--- src/rtl/mult_arbiter.sv ---
// mult_arbiter: round-robin sharing of one multiplier among NREQ clients.
// Sequences clear/start/wait on the multiplier with a watchdog abort.
module mult_arbiter #(
  parameter int NREQ    = 4,
  parameter int WIDTH   = 4,
  parameter int TIMEOUT = 64
) (
  input  logic                    clk,
  input  logic                    reset,
  input  logic [NREQ-1:0]         req,
  input  logic [NREQ*WIDTH-1:0]   a_in,
  input  logic [NREQ*WIDTH-1:0]   b_in,
  output logic [NREQ-1:0]         gnt,
  output logic [NREQ-1:0]         rsp_valid,
  output logic [2*WIDTH-1:0]      rsp_product,
  output logic                    rsp_err,
  output logic                    busy,
  output logic [7:0]              err_count,
  output logic                    mul_reset,
  output logic                    mul_start,
  output logic [WIDTH-1:0]        mul_multiplicand,
  output logic [WIDTH-1:0]        mul_multiplier,
  input  logic [2*WIDTH-1:0]      mul_product,
  input  logic                    mul_done
);

  localparam int PW = $clog2(NREQ);
  localparam int TW = $clog2(TIMEOUT);

  typedef enum logic [2:0] {
    IDLE, CLR, LOAD, WAIT, RESP
  } state_t;

  state_t            state_q, state_d;
  logic [PW-1:0]     ptr_q;
  logic [PW-1:0]     win_q;
  logic [TW-1:0]     wd_q;
  logic [7:0]        err_q;
  logic [WIDTH-1:0]  opa_q, opb_q;
  logic [2*WIDTH-1:0] prod_q;
  logic              rerr_q;

  logic [PW-1:0]     pick;
  logic [NREQ-1:0]   win_oh;
  logic              wd_hit;
  int                j;

  // Scan downward so the lowest offset from ptr wins.
  always_comb begin
    pick = '0;
    j    = 0;
    for (int i = NREQ-1; i >= 0; i--) begin
      j = int'(ptr_q) + i;
      if (j >= NREQ) j = j - NREQ;
      if (req[PW'(j)]) pick = PW'(j);
    end
  end

  assign wd_hit = (wd_q == TW'(TIMEOUT-1));
  assign win_oh = NREQ'(1) << win_q;

  always_ff @(posedge clk or posedge reset) begin
    if (reset) state_q <= IDLE;
    else       state_q <= state_d;
  end

  always_comb begin
    state_d = state_q;
    unique case (state_q)
      IDLE:    if (|req) state_d = CLR;
      CLR:     state_d = LOAD;
      LOAD:    state_d = WAIT;
      WAIT:    if (mul_done || wd_hit) state_d = RESP;
      RESP:    state_d = IDLE;
      default: state_d = IDLE;
    endcase
  end

  always_ff @(posedge clk or posedge reset) begin
    if (reset) begin
      ptr_q  <= '0;
      win_q  <= '0;
      wd_q   <= '0;
      err_q  <= '0;
      opa_q  <= '0;
      opb_q  <= '0;
      prod_q <= '0;
      rerr_q <= 1'b0;
    end else begin
      unique case (state_q)
        IDLE: begin
          wd_q <= '0;
          if (|req) begin
            win_q <= pick;
            ptr_q <= (pick == PW'(NREQ-1)) ? '0 : pick + 1'b1;
            opa_q <= WIDTH'(a_in >> (int'(pick)*WIDTH));
            opb_q <= WIDTH'(b_in >> (int'(pick)*WIDTH));
          end
        end
        WAIT: begin
          wd_q <= wd_q + 1'b1;
          if (mul_done) begin
            prod_q <= mul_product;
            rerr_q <= 1'b0;
          end else if (wd_hit) begin
            prod_q <= '0;
            rerr_q <= 1'b1;
            if (err_q != 8'hFF) err_q <= err_q + 8'd1;
          end
        end
        default: wd_q <= '0;
      endcase
    end
  end

  assign gnt              = (state_q == CLR)  ? win_oh : '0;
  assign rsp_valid        = (state_q == RESP) ? win_oh : '0;
  assign mul_reset        = (state_q == CLR);
  assign mul_start        = (state_q == LOAD);
  assign busy             = (state_q != IDLE);
  assign rsp_product      = prod_q;
  assign rsp_err          = rerr_q;
  assign err_count        = err_q;
  assign mul_multiplicand = opa_q;
  assign mul_multiplier   = opb_q;

endmodule

--- config.mk ---
export PLATFORM = sky130hd
export DESIGN_NAME = mult_arbiter
export DESIGN_NICKNAME = d
export VERILOG_FILES = /design/src/rtl/mult_arbiter.sv
export SDC_FILE = /design/constraint.sdc
export NUM_CORES = 1
export LEC_CHECK = 0
export CORE_MARGIN = 2
export CORE_UTILIZATION = 42
export CTS_CLUSTER_SIZE = 20
export DETAILED_ROUTE_END_ITERATION = 7
export PLACE_DENSITY = 0.89
export SYNTH_ARGS = -nofsm -noshare
export SYNTH_HDL_FRONTEND = slang
export SYNTH_SLANG_ARGS = --single-unit
--- constraint.sdc ---
create_clock -name clk -period 2.3 [get_ports clk]
set_clock_uncertainty 0.05 [all_clocks]
set_input_delay 0.23 -clock clk [delete_from_list [all_inputs] [get_ports clk]]
set_output_delay 0.23 -clock clk [all_outputs]
set_load 0.005 [all_outputs]
==> metrics.md <==
| Metric | Value |
|---|---|
| Status | `finished clean` |
| Hold_buf cts | `0` |
| Fin nets | `319` |
| Mapped cell area | `~1900 um2` |
| Critical Path Source | `state_q[1]` |
| Root buffer cell | `clkbuf_8` |
| Largest net degree at the start of global routing | `39` |
| DR iter-0 viols | `58` |
| DRC | `0` |
| Synth cell types | `41` |
| Layout area overhead | `51.6%` |
| Total of max-cap violations | `0` |
| Register area share after synthesis | `0.491` |
| All-Layer GR Usage | `0.203` |
| Clk_lat worst skew | `0.29 ns` |
| Place WS | `0.182 ns` |
| Worst Hold Slack | `0.308 ns` |
| Clock period minus worst slack | `around 2.2 ns` |
| Total power draw | `2.78 mW` |
| Crit path required time | `a little over 2 ns` |
| PostCTS Resize Cnt | `0` |
| DIE HEIGHT | `roughly 70 um` |
| Total of warnings raised by yosys | `0` |
| # IOs | `between 80 and 90` |
| Clock Tree Buf Depth | `2` |
| Pleak | `1.30 nW` |
| Setup violators final | `0` |
| Routability-driven placement congestion ratio | `between 0.7 and 0.8` |
| Max Slew Vio Count | `0` |
| Synth top area cells | `dfrtp_1, mux2i_1, nor2_1` |
| Area after DPL | `2840 um2` |
| Net Count, Synth | `231` |
| Starting Density | `0.442` |
| Critical Path AT | `1.95 ns` |
| Gate power share | `0.461` |
| Antenna cells | `0` |
| WL/cell | `15.4 um` |
| Flops & latches, synth | `38` |
| DP HPWL | `3830 um` |
| Commonest non-fill, non-tap cell in the layout | `clkdlybuf4s50_1` |
| CTS tree | `yes` |
| Htree depth | `2` |
| Startpoint types | `flip-flop` |
| Final hold viol count | `0` |
| Cell Rows | `24` |
| Hold WC Path Type | `input port to asynchronous set/reset pin` |
| Core Box Area | `4380 um2` |
| Post-route ant nets | `0` |
| Leading area contributor after synthesis | `dfrtp_1` |
| Switching part of the total | `0.334` |
| CTS clk-pin slew, worst paths | `0.07 ns` |
| Crit. End Element | `output port` |
| Clock power frac | `0.168` |
| Initial antenna violation count | `0` |
| Worst VDD drop | `0.521 mV` |
| Via count | `1689` |
| Post-route design area | `2940 um2` |
| Worst R2R Start | `state_q[2]` |
| DR pass1 iterations | `5` |
| Layout cells sized above 1 | `0.0923` |
| Period utilization | `0.968` |
| First-pass GRT wire length | `8020 um` |
| Relative slew slack | `0.673` |
| P_int | `1.85 mW` |
| PnR worst setup slack | `0.0729 ns` |
| Syn avg cell area | `approximately 11 um2` |
| Synthesized instance count | `182` |
| Sequential share of power | `0.371` |
| Sw power | `between 0.9 and 1 mW` |
| Vias in the first global route | `approximately 1.7k` |
| Pwr dens | `945 nW/um2` |
| Fmax | `0.449 GHz` |
| Die X | `71.9 um` |
| Buffer count from post-CTS setup fixing | `0` |
| Actual slew at the worst max-slew pin | `0.490 ns` |
| Congestion Overflow GR | `0` |
| Routed wire length | `4960 um` |
| IO Port Bufs | `82` |
| CP max FO | `9` |
| Most frequent cells in the layout | `clkdlybuf4s50_1, dfrtp_1, nor2_1` |
| Clock Sinks | `38` |
| Crit path kind | `flip-flop to output port` |
| CTS buffer count | `5` |
| DR vias/cell | `5.23` |
| Area of the die | `5170 um2` |
| Post-synth top area share | `0.491` |
==> stage by stage <==
step / utilization / TNS (ns) / std cells
after floorplan: - / 0 / 182
after global placement: 0.648 / 0 / 315
after detailed placement: 0.648 / 0 / 315
after CTS: 0.668 / 0 / 323
after global routing: 0.670 / -0.00174 / 323
final: 0.670 / 0 / 323
==> registers in the layout (all words and copies together) (netlist names) <==
register	count
mul_multiplicand	4
err_count	8
mul_multiplier	4
state_q	3
wd_q	6
rsp_err	1
rsp_product	8
win_q	2
ptr_q	2
==> cell type report <==
class	count	area (um2)
clock buffers	7	86.3
clock inverters	1	5.00
fillers	343	1450
inverters	8	30.0
multi-input cells	130	927
flip-flops and latches	38	952
well taps	52	65.1
repair buffers	87	871
==> Yosys cell counts (all sizes together) <==
cell	instances
o221ai	8
a221oi	1
mux2i	16
xnor2	6
nor4	1
nor2	20
dfrtp	38
a21o	1
nand3	7
nor3	7
o21ai	2
nand3b	1
nor2b	2
and3b	1
nand4	4
a22o	8
nor3b	1
ha	2
mux2	1
or3b	1
or2	2
buf	4
nand2	17
a2bb2oi	1
inv	8
or4	1
and2	2
nand2b	2
a21oi	4
o22ai	1
clkbuf	2
xor2	6
and3	4
==> power by group through the flow <==
stage / registers [mW] / clock network (mW) / logic [mW]
2_1_floorplan: 1.02 / 0 / 0.669
3_3_place_gp: 1.02 / 0 / 1.25
3_5_place_dp: 1.03 / 0 / 1.28
4_1_cts: 1.02 / 0.481 / 1.29
5_1_grt: 1.05 / 0.511 / 1.40
6_report: 1.03 / 0.467 / 1.28
==> critical path, stage by stage, from the launching register on <==
cell	delay (ns)
dfrtp_2	0.46
or3b_2	0.53
nor2_1	0.15
clkdlybuf4s50_1	0.52
==> layer usage <==
layer	track usage	part of all wire
met3	0.0528	0.037
met5	0	0
met2	0.356	0.54
met4	0.0776	0.020
met1	0.239	0.40
==> kinds of logic (layout without fill, tap and decap cells) <==
family	count (synthesis)	in the layout	share of synthesized area
muxes	17	17	0.0885
and+or+nand+nor	73	73	0.210
xor gates and xnor gates	12	12	0.0543
buffers and inverters	14	103	0.0362
adders and majority gates	2	2	0.0129
AOI/OAI and AO/OA	26	26	0.107
DFF	38	38	0.491
==> final timing paths <==
path,to,slack [ns],cells after the start
min in group clk,mul_multiplier[1],0.45,2
min,wd_q[1],0.31,3
max reg2reg,err_count[1],0.47,5
max,gnt[2],0.07,3
max in group asynchronous,state_q[1],1.53,3
min reg2reg,mul_multiplier[1],0.45,2
No activity file was read; power rests on OpenSTA's default activity.
